`src/rtl/wb_bus_arbiter.sv`:
```
// -----------------------------------------------------------------------------
// wb_bus_arbiter
//
// Two-master Wishbone B4 classic arbiter in front of a single shared slave bus.
// Ownership is granted round-robin on whole bus cycles. Lock keeps ownership
// across cycles. Every hand-over passes through one IDLE cycle. A watchdog
// terminates a strobe the slave never answers with an error to the owner, so a
// missing slave cannot hang a master.
//
// Ports
//   clk_i, rst_i                     clock, synchronous active-high reset
//   mN_addr_i/dat_i/sel_i/we_i       master N request (N = 0, 1)
//   mN_cyc_i/stb_i/lock_i            master N cycle control
//   mN_dat_o/ack_o/err_o/rty_o       read data and termination back to master N
//   s_addr_o/dat_o/sel_o/we_o        forwarded request of the current owner
//   s_cyc_o/stb_o/lock_o             forwarded cycle control of the current owner
//   s_dat_i/ack_i/err_i/rty_i        OR-combined slave return path
//   grant_o                          one-hot owner (bit0 = m0, bit1 = m1), 00 idle
//   timeout_o                        one-cycle pulse when the watchdog fires
// -----------------------------------------------------------------------------
module wb_bus_arbiter #(
    parameter int TIMEOUT = 1024
) (
    input  logic        clk_i,
    input  logic        rst_i,
    input  logic [31:0] m0_addr_i,
    input  logic [31:0] m0_dat_i,
    input  logic [3:0]  m0_sel_i,
    input  logic        m0_we_i,
    input  logic        m0_cyc_i,
    input  logic        m0_stb_i,
    input  logic        m0_lock_i,
    output logic [31:0] m0_dat_o,
    output logic        m0_ack_o,
    output logic        m0_err_o,
    output logic        m0_rty_o,
    input  logic [31:0] m1_addr_i,
    input  logic [31:0] m1_dat_i,
    input  logic [3:0]  m1_sel_i,
    input  logic        m1_we_i,
    input  logic        m1_cyc_i,
    input  logic        m1_stb_i,
    input  logic        m1_lock_i,
    output logic [31:0] m1_dat_o,
    output logic        m1_ack_o,
    output logic        m1_err_o,
    output logic        m1_rty_o,
    output logic [31:0] s_addr_o,
    output logic [31:0] s_dat_o,
    output logic [3:0]  s_sel_o,
    output logic        s_we_o,
    output logic        s_cyc_o,
    output logic        s_stb_o,
    output logic        s_lock_o,
    input  logic [31:0] s_dat_i,
    input  logic        s_ack_i,
    input  logic        s_err_i,
    input  logic        s_rty_i,
    output logic [1:0]  grant_o,
    output logic        timeout_o
);

    typedef enum logic [1:0] {
        IDLE = 2'd0,
        OWN0 = 2'd1,
        OWN1 = 2'd2
    } state_t;

    localparam logic [15:0] WDT_LAST = 16'(TIMEOUT - 1);

    state_t      state_reg;
    logic        last_grant_reg;   // 0 = m0 owned last, 1 = m1 owned last
    logic [15:0] wdt_reg;

    logic [1:0]  m_cyc;
    logic [1:0]  m_lock;
    logic        owning;
    logic        own_sel;          // index of the current owner when owning
    logic        own_active;       // owner has a live strobe on the bus
    logic        slave_term;
    logic        wdt_fire;

    logic [31:0] ret_dat [2];
    logic [1:0]  ret_ack;
    logic [1:0]  ret_err;
    logic [1:0]  ret_rty;

    assign m_cyc  = {m1_cyc_i, m0_cyc_i};
    assign m_lock = {m1_lock_i, m0_lock_i};

    assign owning     = (state_reg != IDLE);
    assign own_sel    = (state_reg == OWN1);
    assign slave_term = s_ack_i | s_err_i | s_rty_i;

    // A strobe only counts as live while the owner also holds cyc; dropping
    // cyc mid-strobe therefore clears the watchdog.
    assign own_active = owning && (own_sel ? (m1_cyc_i && m1_stb_i)
                                           : (m0_cyc_i && m0_stb_i));

    // A real slave termination in the last watchdog cycle wins over the error.
    assign wdt_fire  = own_active && !slave_term && (wdt_reg == WDT_LAST);
    assign timeout_o = wdt_fire;
    assign grant_o   = {state_reg == OWN1, state_reg == OWN0};

    // Request forwarding: a pure mux on the registered owner, zero when idle.
    always_comb begin
        s_addr_o = '0;
        s_dat_o  = '0;
        s_sel_o  = '0;
        s_we_o   = 1'b0;
        s_cyc_o  = 1'b0;
        s_stb_o  = 1'b0;
        s_lock_o = 1'b0;
        if (owning) begin
            s_addr_o = own_sel ? m1_addr_i : m0_addr_i;
            s_dat_o  = own_sel ? m1_dat_i  : m0_dat_i;
            s_sel_o  = own_sel ? m1_sel_i  : m0_sel_i;
            s_we_o   = own_sel ? m1_we_i   : m0_we_i;
            s_cyc_o  = own_sel ? m1_cyc_i  : m0_cyc_i;
            s_stb_o  = own_sel ? m1_stb_i  : m0_stb_i;
            s_lock_o = own_sel ? m1_lock_i : m0_lock_i;
        end
    end

    // Return path: only the owner sees the slave; everyone else sees zeros.
    for (genvar gi = 0; gi < 2; gi++) begin : g_ret
        logic granted;
        assign granted     = owning && (own_sel == 1'(gi));
        assign ret_dat[gi] = granted ? s_dat_i : 32'd0;
        assign ret_ack[gi] = granted && s_ack_i;
        assign ret_err[gi] = granted && (s_err_i || wdt_fire);
        assign ret_rty[gi] = granted && s_rty_i;
    end

    assign m0_dat_o = ret_dat[0];
    assign m0_ack_o = ret_ack[0];
    assign m0_err_o = ret_err[0];
    assign m0_rty_o = ret_rty[0];
    assign m1_dat_o = ret_dat[1];
    assign m1_ack_o = ret_ack[1];
    assign m1_err_o = ret_err[1];
    assign m1_rty_o = ret_rty[1];

    always_ff @(posedge clk_i) begin
        if (rst_i) begin
            state_reg      <= IDLE;
            last_grant_reg <= 1'b1;
            wdt_reg        <= '0;
        end else begin
            case (state_reg)
                IDLE: begin
                    if (m_cyc == 2'b11)
                        state_reg <= last_grant_reg ? OWN0 : OWN1;
                    else if (m_cyc[0])
                        state_reg <= OWN0;
                    else if (m_cyc[1])
                        state_reg <= OWN1;
                end
                OWN0: begin
                    if (!m_cyc[0] && !m_lock[0]) begin
                        state_reg      <= IDLE;
                        last_grant_reg <= 1'b0;
                    end
                end
                OWN1: begin
                    if (!m_cyc[1] && !m_lock[1]) begin
                        state_reg      <= IDLE;
                        last_grant_reg <= 1'b1;
                    end
                end
                default: state_reg <= IDLE;
            endcase

            if (!own_active || slave_term || wdt_fire)
                wdt_reg <= '0;
            else
                wdt_reg <= wdt_reg + 16'd1;
        end
    end

endmodule

```
`config.mk`:
```
export PLATFORM = sky130hd
export DESIGN_NAME = wb_bus_arbiter
export DESIGN_NICKNAME = d
export VERILOG_FILES = /design/src/rtl/wb_bus_arbiter.sv
export SDC_FILE = /design/constraint.sdc
export NUM_CORES = 1
export LEC_CHECK = 0
export CELL_PAD_IN_SITES_DETAIL_PLACEMENT = 0
export CELL_PAD_IN_SITES_GLOBAL_PLACEMENT = 1
export CORE_MARGIN = 2
export CORE_UTILIZATION = 14
export CTS_CLUSTER_SIZE = 10
export DETAILED_ROUTE_END_ITERATION = 10
export PLACE_DENSITY = 0.78
export SETUP_SLACK_MARGIN = 0.05
export SKIP_LAST_GASP = 1
export SYNTH_ARGS = -nofsm -noshare
export SYNTH_HDL_FRONTEND = slang
export SYNTH_SLANG_ARGS = --single-unit
export TNS_END_PERCENT = 20
```
`constraint.sdc`:
```
create_clock -name clk_i -period 1.9 [get_ports clk_i]
set_input_delay 0.475 -clock clk_i [delete_from_list [all_inputs] [get_ports clk_i]]
set_output_delay 0.475 -clock clk_i [all_outputs]
set_load 0.01 [all_outputs]
```
==> reports/metrics.yaml <==
post_drt_wl_per_cell_um: 19.5
cp-start-kind: "flop"
ctsHtreeMaxLevel: 1
coreArea_um2: 15800
clk_latency_ns: 0.25
cts_tree: "done"
layout_worst_path_cycle_share_pct: 116
io_pins: 326
min_period_ns: 2.21
avgSynthCellArea_um2: 8.06
routed_wl_mm: 16.8
synth-edff-count: 0
rsz0062_at_grt: "yes"
ir_drop_uv: 283
yosysSeqAreaShare_pct: 17.0
drive_above_1_share_pct: 24.4
area_growth_pct: 189
clk_path_buf_depth: 2
num_rows: 46
die-height_um: 131
wl_met3_mm: 1.17
cts_buffers: 3
violations: "negative setup slack"
status: "finished, violations left"
regArea_um2: 385
critical_path_required_ns: 1.42
ys_seq_elements: 19
power_density_nw_per_um2: 327
initial_core_util_pct: 14.2
die-area_um2: 17000
place_hpwl_mm: 13.0
dr_wl_met2_mm: 9.14
grt_max_degree: 62
holdCritPathClass: "reg -> reg"
setup_ws_ns: -0.305
cap_violations: 0
largest_reg_flops: 16
cp_max_fo: 8
synth-simple-area-share_pct: 39.9
gp_congestion: 0.865
synth_compound_area_share_pct: 30.0
overflow: 0
yosysWarnings: 0
fill_cells: 1626
cp.arrival_ns: 1.73
syn-cell-area_um2: 2240
wl_met1_mm: 6.30
drtPass1Iterations: 4
syn_nets: 460
cp-end-kind: "output pin"
finalSetupTns_ns: -20.49
vias_per_cell: 4.31
ys.flop_type: "dfxtp_1"
first_iter_violations: 106
antenna_found_initial: 1
setup_viol: 129
grtUsageTotal_pct: 16.9
skew_ns: 0.00108
async_flop_share_pct: 0
routed.top_layer: "met4"
finalMaxSlewViolations: 0
grt_pass1_wl_mm: 21.9
relSlewSlack_pct: 75.9
crit_type: "reg -> out"
die-width_um: 131
finalInstanceArea_um2: 6470
vias: 3725
muxShareOfSynthArea_pct: 1.45
synth_fa_ha_area_share_pct: 0.558
synth.distinct_cells: 36
timing.fmax_mhz: 453
synth_top_family_by_area: "simple AND/OR/NAND/NOR gates"
synth_xor_area_share_pct: 4.69
grt_pass1_vias: 3667
multiInputGateArea_um2: 1760
worst_slew_pin_slew_ns: 0.358
hold_viol_final: 0
post_dp_cell_area_um2: 6020
path_clk_slew_ns: 0.05
nets: 831
clock-sinks: 19
ant_nets: 0
syn_inst: 278
port_buffers: 325
drc_errors: 0
root_buffer: "clkbuf_16"
leakage_nw: 3.00
cell families (layout without fill, tap and decap cells):
group / count (synthesis) / after routing
flops: 19 / 19
other cells: 0 / 1
buf+inv: 29 / 399
compound gates: 78 / 78
xor+xnor: 12 / 12
mux: 2 / 2
simple gates: 137 / 137
fa+ha+maj: 1 / 1
metal layers:
layer  GRT usage (%)  vias to the layer above
met4            3.19                        0
met3            2.89                       16
li1                -                     1767
met5               0                        -
met1            18.2                     1784
met2            34.4                      158
Yosys cell counts (2+ instances only):
cell,n,area [um^2]
buf_2,9,45.0
buf_4,4,30.0
clkbuf_1,13,48.8
nor3_2,12,120
nor2_1,10,37.5
inv_1,2,7.51
nand3_1,6,30.0
xnor2_1,10,87.6
nand4_1,4,25.0
and2_1,69,432
nor3_1,8,40.0
xor2_1,2,17.5
dfxtp_1,19,380
a22o_1,72,631
nand2_1,9,33.8
nor4_1,5,31.3
nor2b_1,3,18.8
a21oi_1,3,15.0
worst paths after layout:
check / end / cells past startpoint / slack (ns) / startpoint
hold reg to reg: last_grant_reg / 1 / 0.52 / last_grant_reg
hold / removal: last_grant_reg / 1 / 0.52 / last_grant_reg
setup / recovery: s_dat_o[8] / 7 / -0.31 / state_reg[1]
setup reg to reg: wdt_reg[1] / 9 / 0.18 / state_reg[1]
cell usage in the layout, fill, tap and decap left out, types with 2 or more instances in the layout:
master | synthesis | routed
clkdlybuf4s50_1 | 0 | 208
a22o_1 | 72 | 72
and2_1 | 69 | 63
buf_4 | 4 | 46
dlygate4sd2_1 | 0 | 39
buf_6 | 1 | 21
dlymetal6s2s_1 | 0 | 19
buf_2 | 9 | 18
dfxtp_1 | 19 | 17
nor3_2 | 12 | 12
xnor2_1 | 10 | 10
nor2_1 | 10 | 9
clkbuf_2 | 0 | 9
clkdlybuf4s15_2 | 0 | 9
nand2_1 | 9 | 8
nor3_1 | 8 | 8
clkbuf_16 | 0 | 8
and2_4 | 0 | 6
nand3_1 | 6 | 6
buf_12 | 0 | 6
buf_16 | 0 | 5
clkdlybuf4s15_1 | 0 | 5
nand4_1 | 4 | 4
nor4_1 | 5 | 4
a21oi_1 | 3 | 3
buf_8 | 0 | 3
nor2b_4 | 0 | 2
nor4_2 | 1 | 2
nor2b_1 | 3 | 2
inv_1 | 2 | 2
xor2_1 | 2 | 2
cell type report:
type	instances	share of cell area [%]
clock buffers	4	1.22
inverters	2	0.116
diodes	1	0.0387
well taps	216	4.18
multi-input cells	230	27.3
repair buffers	393	61.2
flip-flops and latches	19	5.96
through the flow:
step / hold slack (ns) / setup WS [ns] / std cells / utilization (%) / power [mW]
after detailed placement: 0.499 / -0.840 / 834 / 38.1 / 1.63
after floorplan: 0.460 / 0.128 / 278 / - / 0.765
after CTS: 0.522 / -0.394 / 850 / 39.5 / 2.08
after global routing: 0.550 / -0.347 / 864 / 41.0 / 2.20
final: 0.518 / -0.305 / 865 / 41.0 / 2.12
after global placement: 0.487 / -0.850 / 834 / 38.1 / 1.62
critical path, cell delays in order (launching register included):
cell and delay (ns):
dfxtp_2 0.32, nor2b_4 0.13, buf_12 0.14, buf_12 0.12, buf_16 0.12, buf_4 0.14, a22o_1 0.21, dlygate4sd2_1 0.29
report_power, final:
group / switching [mW] / internal (mW)
Combinational: 0.481 / 0.798
Sequential: 0.00333 / 0.403
Clock: 0.146 / 0.285
repair_timing:
| item | in CTS | in global routing |
|---|---|---|
| cloned | 3 | 6 |
| pin swaps | 15 | 13 |
| hold buffers | 0 | 0 |
| setup endpoints to repair | 145 | 145 |
| gates resized for setup | 187 | 118 |
| buffers inserted | 9 | 10 |
Power figures use the tool's default switching activity.
